`config.mk`:
```
export PLATFORM = sky130hd
export DESIGN_NAME = ten_thirty_game
export DESIGN_NICKNAME = d
export VERILOG_FILES = /design/src/rtl/ten_thirty_game_pkg.sv /design/src/rtl/ten_thirty_seg_decoder.sv /design/src/rtl/ten_thirty_game.sv
export SDC_FILE = /design/constraint.sdc
export NUM_CORES = 1
export LEC_CHECK = 0
export BUFFER_PORTS_ARGS = -buffer_cell sky130_fd_sc_hd__buf_2
export CAP_MARGIN = 20
export CORE_MARGIN = 4
export CORE_UTILIZATION = 35
export DETAILED_ROUTE_END_ITERATION = 12
export PLACE_DENSITY = 0.57
export SLEW_MARGIN = 20
export SYNTH_ARGS = -nofsm -noshare
export SYNTH_HDL_FRONTEND = slang
export SYNTH_HIERARCHICAL = 1
export SYNTH_SLANG_ARGS = --single-unit
```
`constraint.sdc`:
```
create_clock -name clk -period 4.1 [get_ports clk]
set_input_delay 0.615 -clock clk [delete_from_list [all_inputs] [get_ports clk]]
set_output_delay 0.615 -clock clk [all_outputs]
set_load 0.05 [all_outputs]
```
`src/rtl/ten_thirty_game_pkg.sv`:
```
// ten_thirty_game_pkg: FSM states, 7-seg patterns, LED result codes and card/digit helpers
package ten_thirty_game_pkg;
  typedef enum logic [1:0] {IDLE, PLAYER, DEALER, RESULT} state_t;
  localparam logic [3:0] SEG_BLANK = 4'hF;
  localparam logic [6:0] SEG_OFF = 7'h00;
  localparam logic [9:0][6:0] SEG_DIGITS = {7'h6F, 7'h7F, 7'h07, 7'h7D, 7'h6D, 7'h66, 7'h4F, 7'h5B, 7'h06, 7'h3F};
  localparam logic [2:0] LED_PLAYER = 3'b001;
  localparam logic [2:0] LED_DEALER = 3'b010;
  localparam logic [2:0] LED_DRAW = 3'b100;
  function automatic logic [3:0] card_rank(input logic [3:0] n);
    return n == 4'd0 ? 4'd13 : n == 4'd14 ? 4'd1 : n == 4'd15 ? 4'd2 : n;
  endfunction
  function automatic logic [5:0] card_value(input logic [3:0] r);
    return r <= 4'd10 ? {1'b0, r, 1'b0} : 6'd1;
  endfunction
  function automatic logic [7:0] to_bcd(input logic [4:0] v);
    logic [3:0] t;
    t = v >= 5'd30 ? 4'd3 : v >= 5'd20 ? 4'd2 : v >= 5'd10 ? 4'd1 : 4'd0;
    return {t, 4'(v - 5'(t) * 5'd10)};
  endfunction
  function automatic logic [4:0] tens_code(input logic [7:0] b);
    return {1'b0, b[7:4] == 4'd0 ? SEG_BLANK : b[7:4]};
  endfunction
endpackage

```
`src/rtl/ten_thirty_seg_decoder.sv`:
```
// ten_thirty_seg_decoder: digit (15 = blank) + dp -> {dp,g,f,e,d,c,b,a} pattern
module ten_thirty_seg_decoder import ten_thirty_game_pkg::*; (
  input  logic [3:0] digit,
  input  logic       dp,
  output logic [7:0] pattern
);
  assign pattern = {dp, digit < 4'd10 ? SEG_DIGITS[digit] : SEG_OFF};
endmodule

```
`src/rtl/ten_thirty_game.sv`:
```
// ten_thirty_game: ten-and-a-half game (clk, rst_n async active-high, btn_m draw, btn_r stand -> seg7_sel/seg7/seg7_l scan, led result)
module ten_thirty_game import ten_thirty_game_pkg::*; #(
  parameter int         DIV_BIT      = 5,
  parameter int         SCAN_BIT     = 2,
  parameter logic [7:0] LFSR_SEED    = 8'h5A,
  parameter logic [5:0] DEALER_STAND = 6'd14
) (
  input  logic       clk,
  input  logic       rst_n,
  input  logic       btn_m,
  input  logic       btn_r,
  output logic [7:0] seg7_sel,
  output logic [7:0] seg7,
  output logic [7:0] seg7_l,
  output logic [2:0] led
);
  logic [24:0] counter;
  logic [7:0] lfsr, lfsr_n, pt, pc, dt, dc, pat_lo, pat_hi;
  state_t state, state_n;
  logic [5:0] p_tot, p_tot_n, d_tot, d_tot_n, val, p_sum, d_sum;
  logic [3:0] p_card, p_card_n, d_card, d_card_n, rank;
  logic [2:0] led_n;
  logic p_show, p_show_n, d_show, d_show_n, m_q, r_q, tick, press_m, press_r, draw;
  logic [1:0] s;
  logic [7:0][4:0] dig;
  assign tick = counter[DIV_BIT] & ~|counter[DIV_BIT-1:0];
  assign press_m = tick & btn_m & ~m_q;
  assign press_r = tick & btn_r & ~r_q & ~press_m;
  assign rank = card_rank(lfsr[3:0]);
  assign val = card_value(rank);
  assign p_sum = p_tot + val;
  assign d_sum = d_tot + val;
  assign lfsr_n = draw ? {lfsr[6:0], lfsr[7] ^ lfsr[5] ^ lfsr[4] ^ lfsr[3]} : lfsr;
  always_comb begin
    state_n = state;
    p_tot_n = p_tot;
    d_tot_n = d_tot;
    p_card_n = p_card;
    d_card_n = d_card;
    led_n = led;
    p_show_n = p_show;
    d_show_n = d_show;
    draw = 1'b0;
    case (state)
      IDLE: if (press_m) begin
        state_n = PLAYER;
        p_tot_n = val;
        p_card_n = rank;
        d_tot_n = '0;
        d_card_n = '0;
        led_n = '0;
        p_show_n = 1'b1;
        d_show_n = 1'b0;
        draw = 1'b1;
      end
      PLAYER: if (press_m) begin
        p_tot_n = p_sum;
        p_card_n = rank;
        draw = 1'b1;
        state_n = p_sum > 6'd21 ? RESULT : PLAYER;
        led_n = p_sum > 6'd21 ? LED_DEALER : led;
      end else if (press_r) state_n = DEALER;
      DEALER: if (tick) begin
        if (d_tot < DEALER_STAND) begin
          d_tot_n = d_sum;
          d_card_n = rank;
          d_show_n = 1'b1;
          draw = 1'b1;
          state_n = d_sum > 6'd21 ? RESULT : DEALER;
          led_n = d_sum > 6'd21 ? LED_PLAYER : led;
        end else begin
          state_n = RESULT;
          led_n = p_tot > d_tot ? LED_PLAYER : p_tot < d_tot ? LED_DEALER : LED_DRAW;
        end
      end
      RESULT: if (press_m | press_r) state_n = IDLE;
      default: state_n = IDLE;
    endcase
  end
  assign s = counter[SCAN_BIT+1:SCAN_BIT];
  assign pt = to_bcd(p_tot[5:1]);
  assign dt = to_bcd(d_tot[5:1]);
  assign pc = to_bcd({1'b0, p_card});
  assign dc = to_bcd({1'b0, d_card});
  assign dig = {
    d_show ? {1'b0, dc[3:0]} : {1'b0, SEG_BLANK},
    d_show ? tens_code(dc) : {1'b0, SEG_BLANK},
    d_show ? {d_tot[0], dt[3:0]} : {1'b0, SEG_BLANK},
    d_show ? tens_code(dt) : {1'b0, SEG_BLANK},
    p_show ? {1'b0, pc[3:0]} : {1'b0, SEG_BLANK},
    p_show ? tens_code(pc) : {1'b0, SEG_BLANK},
    p_show ? {p_tot[0], pt[3:0]} : {1'b0, SEG_BLANK},
    p_show ? tens_code(pt) : {1'b0, SEG_BLANK}
  };
  ten_thirty_seg_decoder u_dec_lo (.digit(dig[{1'b0, s}][3:0]), .dp(dig[{1'b0, s}][4]), .pattern(pat_lo));
  ten_thirty_seg_decoder u_dec_hi (.digit(dig[{1'b1, s}][3:0]), .dp(dig[{1'b1, s}][4]), .pattern(pat_hi));
  always_ff @(posedge clk or posedge rst_n) begin
    if (rst_n) begin
      counter <= '0;
      lfsr <= LFSR_SEED;
      state <= IDLE;
      p_tot <= '0;
      d_tot <= '0;
      p_card <= '0;
      d_card <= '0;
      led <= '0;
      p_show <= 1'b0;
      d_show <= 1'b0;
      m_q <= 1'b0;
      r_q <= 1'b0;
      seg7_sel <= 8'h11;
      seg7 <= '0;
      seg7_l <= '0;
    end else begin
      counter <= counter + 25'd1;
      lfsr <= lfsr_n;
      state <= state_n;
      p_tot <= p_tot_n;
      d_tot <= d_tot_n;
      p_card <= p_card_n;
      d_card <= d_card_n;
      led <= led_n;
      p_show <= p_show_n;
      d_show <= d_show_n;
      m_q <= tick ? btn_m : m_q;
      r_q <= tick ? btn_r : r_q;
      seg7_sel <= 8'h11 << s;
      seg7 <= pat_lo;
      seg7_l <= pat_hi;
    end
  end
endmodule

```
==> out/metrics.csv <==
metric;value;unit
status;completed;
RSZ-0062 raised after global routing;false;
root buffer cell;clkbuf_16;
gp weighted congestion;0.877;
DP HPWL;7.01;mm
worst-case reg-to-reg path depth;12;
combinational share of power;34.7;%
LEAKAGE;2.28;nW
Slowest-stage cell, CP;dfstp_2;
htree depth;3;
global-route wire length before repair;16.1;mm
Fin. Hold Viols;0;
Sw Ratio;36.7;%
top-area cell type share of the netlist area;34.0;%
hold_buf cts;0;
fin crit share;86.5;%
Boundary Pins;31;
CP peak stage delay;620;ps
synthesized area per cell;9.09;µm²
Die Ht;118;µm
iteration-0 DRC count of the detailed router;183;
port buffer count;30;
Initial Util;35.6;%
final wirelength;9.62;mm
Int Power;1.55;mW
FILL cells;1190;
syn nets;516;
Synth area leader;dfrtp_1;
Synth Instances;469;
hold path start;counter[5];
Worst path most repeated cell;o21ai_0;
Nets;534;
clock-pin slew on the worst setup and hold paths;50;ps
Max Slew Vio Count;0;
clock power share;33.9;%
via count;3325;
Psw;0.897;mW
Cells after DPL;623;
setup slack, reg-to-reg;550;ps
postcts setup bufs;0;
Antenna Cells;0;
cell area after synthesis;4260;µm²
register area share after synthesis;37.1;%
critical path peak fanout;11;
Yosys reg bits;63;
Seq pwr share;31.4;%
crit path buf inv count;1;
CP delay by family, top;compound AO/OA/AOI/OAI gates;
clock skew;9.54;ps
fin cells;639;
Crit Reg-Reg Endpoint;led[2];
max frequency;282;MHz
FFs w/ async S/R, synth;100;%
Worst Path Required;4330;ps
Worst slew margin;39.2;%
Main synth FF type;dfrtp_1;
commonest non-fill, non-tap cell in the layout;dfrtp_1;
WS Path Type;reg2reg;
all-layer global routing usage;14.3;%
fraction of layout cells with a size suffix above 1;16.3;%
area grow syn2layout;12.6;%
maximum vdd ir drop;0.201;mV
Final Critical Period;3550;ps
commonest cells after routing, fill and taps aside;dfrtp_1 (58), inv_1 (47), nand2_1 (44);
worst-path cell chain;nand2_1, nor3b_1, a211oi_1, or2_2, inv_1, ha_1, a21o_1, o21ai_0, o2bb2ai_1, o21ai_0, o2111a_1, o32ai_1;
grt ovf;0;
number of global-route vias before repair;3274;
Initial DRT Pass Iterations;5;
EDFF count, synth;0;
startpoint class of the critical path;flip-flop;
area of the core;12000;µm²
Rows;40;
Max-Cap Viols;0;
Hold Path Depth;1;
CP Capture Type;flip-flop;
critical path arrival;3770;ps
Hold Path Class;reg2reg;
Die Area;14000;µm²
worst-margin pin slew;911;ps
Setup Viol. Count Final;0;
width of the chip;118;µm
CTS tree;yes;
Sink Count;63;
drt via density;5.20;
FF-to-FF Start;lfsr[3];
worst-case clock buffer depth;2;
synth top area cells;dfrtp_1 (34%), ha_1 (11%), o21ai_0 (4.3%);
pwr dens;509;nW/µm²
Synth cell types;57;
Hold EP;counter[5];
DR WL/cell;15.1;µm
number of remaining DRC errors;0;
Synthesis Warnings;6;
largest net degree at the start of global routing;42;
Clock Latency Late Sink;340;ps
initial antenna violation count;0;
cts bufs inserted;9;
TNS Setup;0;ps
Final ANT Viol Nets;0;
Post-CTS Resized;0;
## synth_stat cells, types with 6 or more instances
library cell	count
nand2b_1	9
dfrtp_1	58
nor2b_1	6
clkbuf_1	15
ha_1	39
a21oi_1	22
nand2_1	44
o22ai_1	22
mux2_2	10
xnor2_1	15
o21ai_0	37
buf_4	7
nor2_1	28
inv_1	48
## kinds of logic after synthesis
family | synth area share, %
AO/OA/AOI/OAI | 20.1
XOR/XNOR | 3.70
adder cells (fa/ha/maj) | 13.8
buffers and inverters | 7.78
flip-flops | 37.1
multiplexers | 3.35
AND/OR/NAND/NOR | 14.1
## worst register-to-register path: cells and delay by family, from the launching register on
kind                     cells  cell delay (ps)
AND/OR/NAND/NOR              3              770
AO/OA/AOI/OAI                7             1720
buffers and inverters        1              100
adder cells (fa/ha/maj)      1              230
flip-flops                   1              620
## final cells by class
class                           instances  area (µm²)  share of cell area (%)
Clock buffer                           12         246                    5.13
Clock inverter                          4        70.1                    1.46
Inverter                               48         180                    3.75
Multi-Input combinational cell        330        2350                    48.9
Sequential cell                        63        1580                    33.0
Tap cell                              147         184                    3.83
Timing Repair Buffer                   35         188                    3.91
## flip-flops by register name (all words and copies together), names as in the netlist, named ones only
signal / count
lfsr: 8
seg7: 8
seg7_l: 8
counter: 6
d_tot: 6
p_tot: 6
d_card: 4
p_card: 4
seg7_sel: 4
led: 3
d_show: 1
m_q: 1
p_show: 1
r_q: 1
state: 1
## per-layer routing
| metal | global-route usage [%] | up-vias | part of all wire (%) |
|---|---|---|---|
| met5 | 0 | - | 0 |
| li1 | - | 1664 | - |
| met4 | 6.44 | 0 | 1.9 |
| met2 | 23.4 | 78 | 47 |
| met1 | 18.1 | 1565 | 46 |
| met3 | 2.87 | 18 | 5.1 |
## metrics by stage
stage | area [µm²] | hold slack, ps | power (mW) | util [%] | setup WS (ps)
finish | 4800 | 471 | 2.45 | 40.1 | 553
detailed placement | 4480 | 463 | 1.62 | 37.5 | 645
floorplan | 4260 | 446 | 1.42 | - | 892
global placement | 4480 | 468 | 1.59 | 37.5 | 800
global route | 4800 | 509 | 2.59 | 40.1 | 331
CTS | 4800 | 478 | 2.46 | 40.1 | 561
## how the worst max path moves through the flow
stage	from	to	slack (ps)	cells after the start
after floorplan	lfsr[3]	led[0]	890	13
after global placement	lfsr[3]	led[0]	800	12
after detailed placement	lfsr[3]	led[2]	650	12
after CTS	lfsr[3]	led[2]	560	12
after global routing	lfsr[3]	led[2]	330	12
final	lfsr[3]	led[2]	550	12
## power groups by stage
stage	registers (mW)	clock network, mW	logic [mW]
2_1_floorplan	0.840	0	0.578
3_3_place_gp	0.776	0	0.812
3_5_place_dp	0.779	0	0.837
4_1_cts	0.769	0.843	0.845
5_1_grt	0.779	0.874	0.940
6_report	0.769	0.828	0.848
Power figures use the tool's default switching activity.
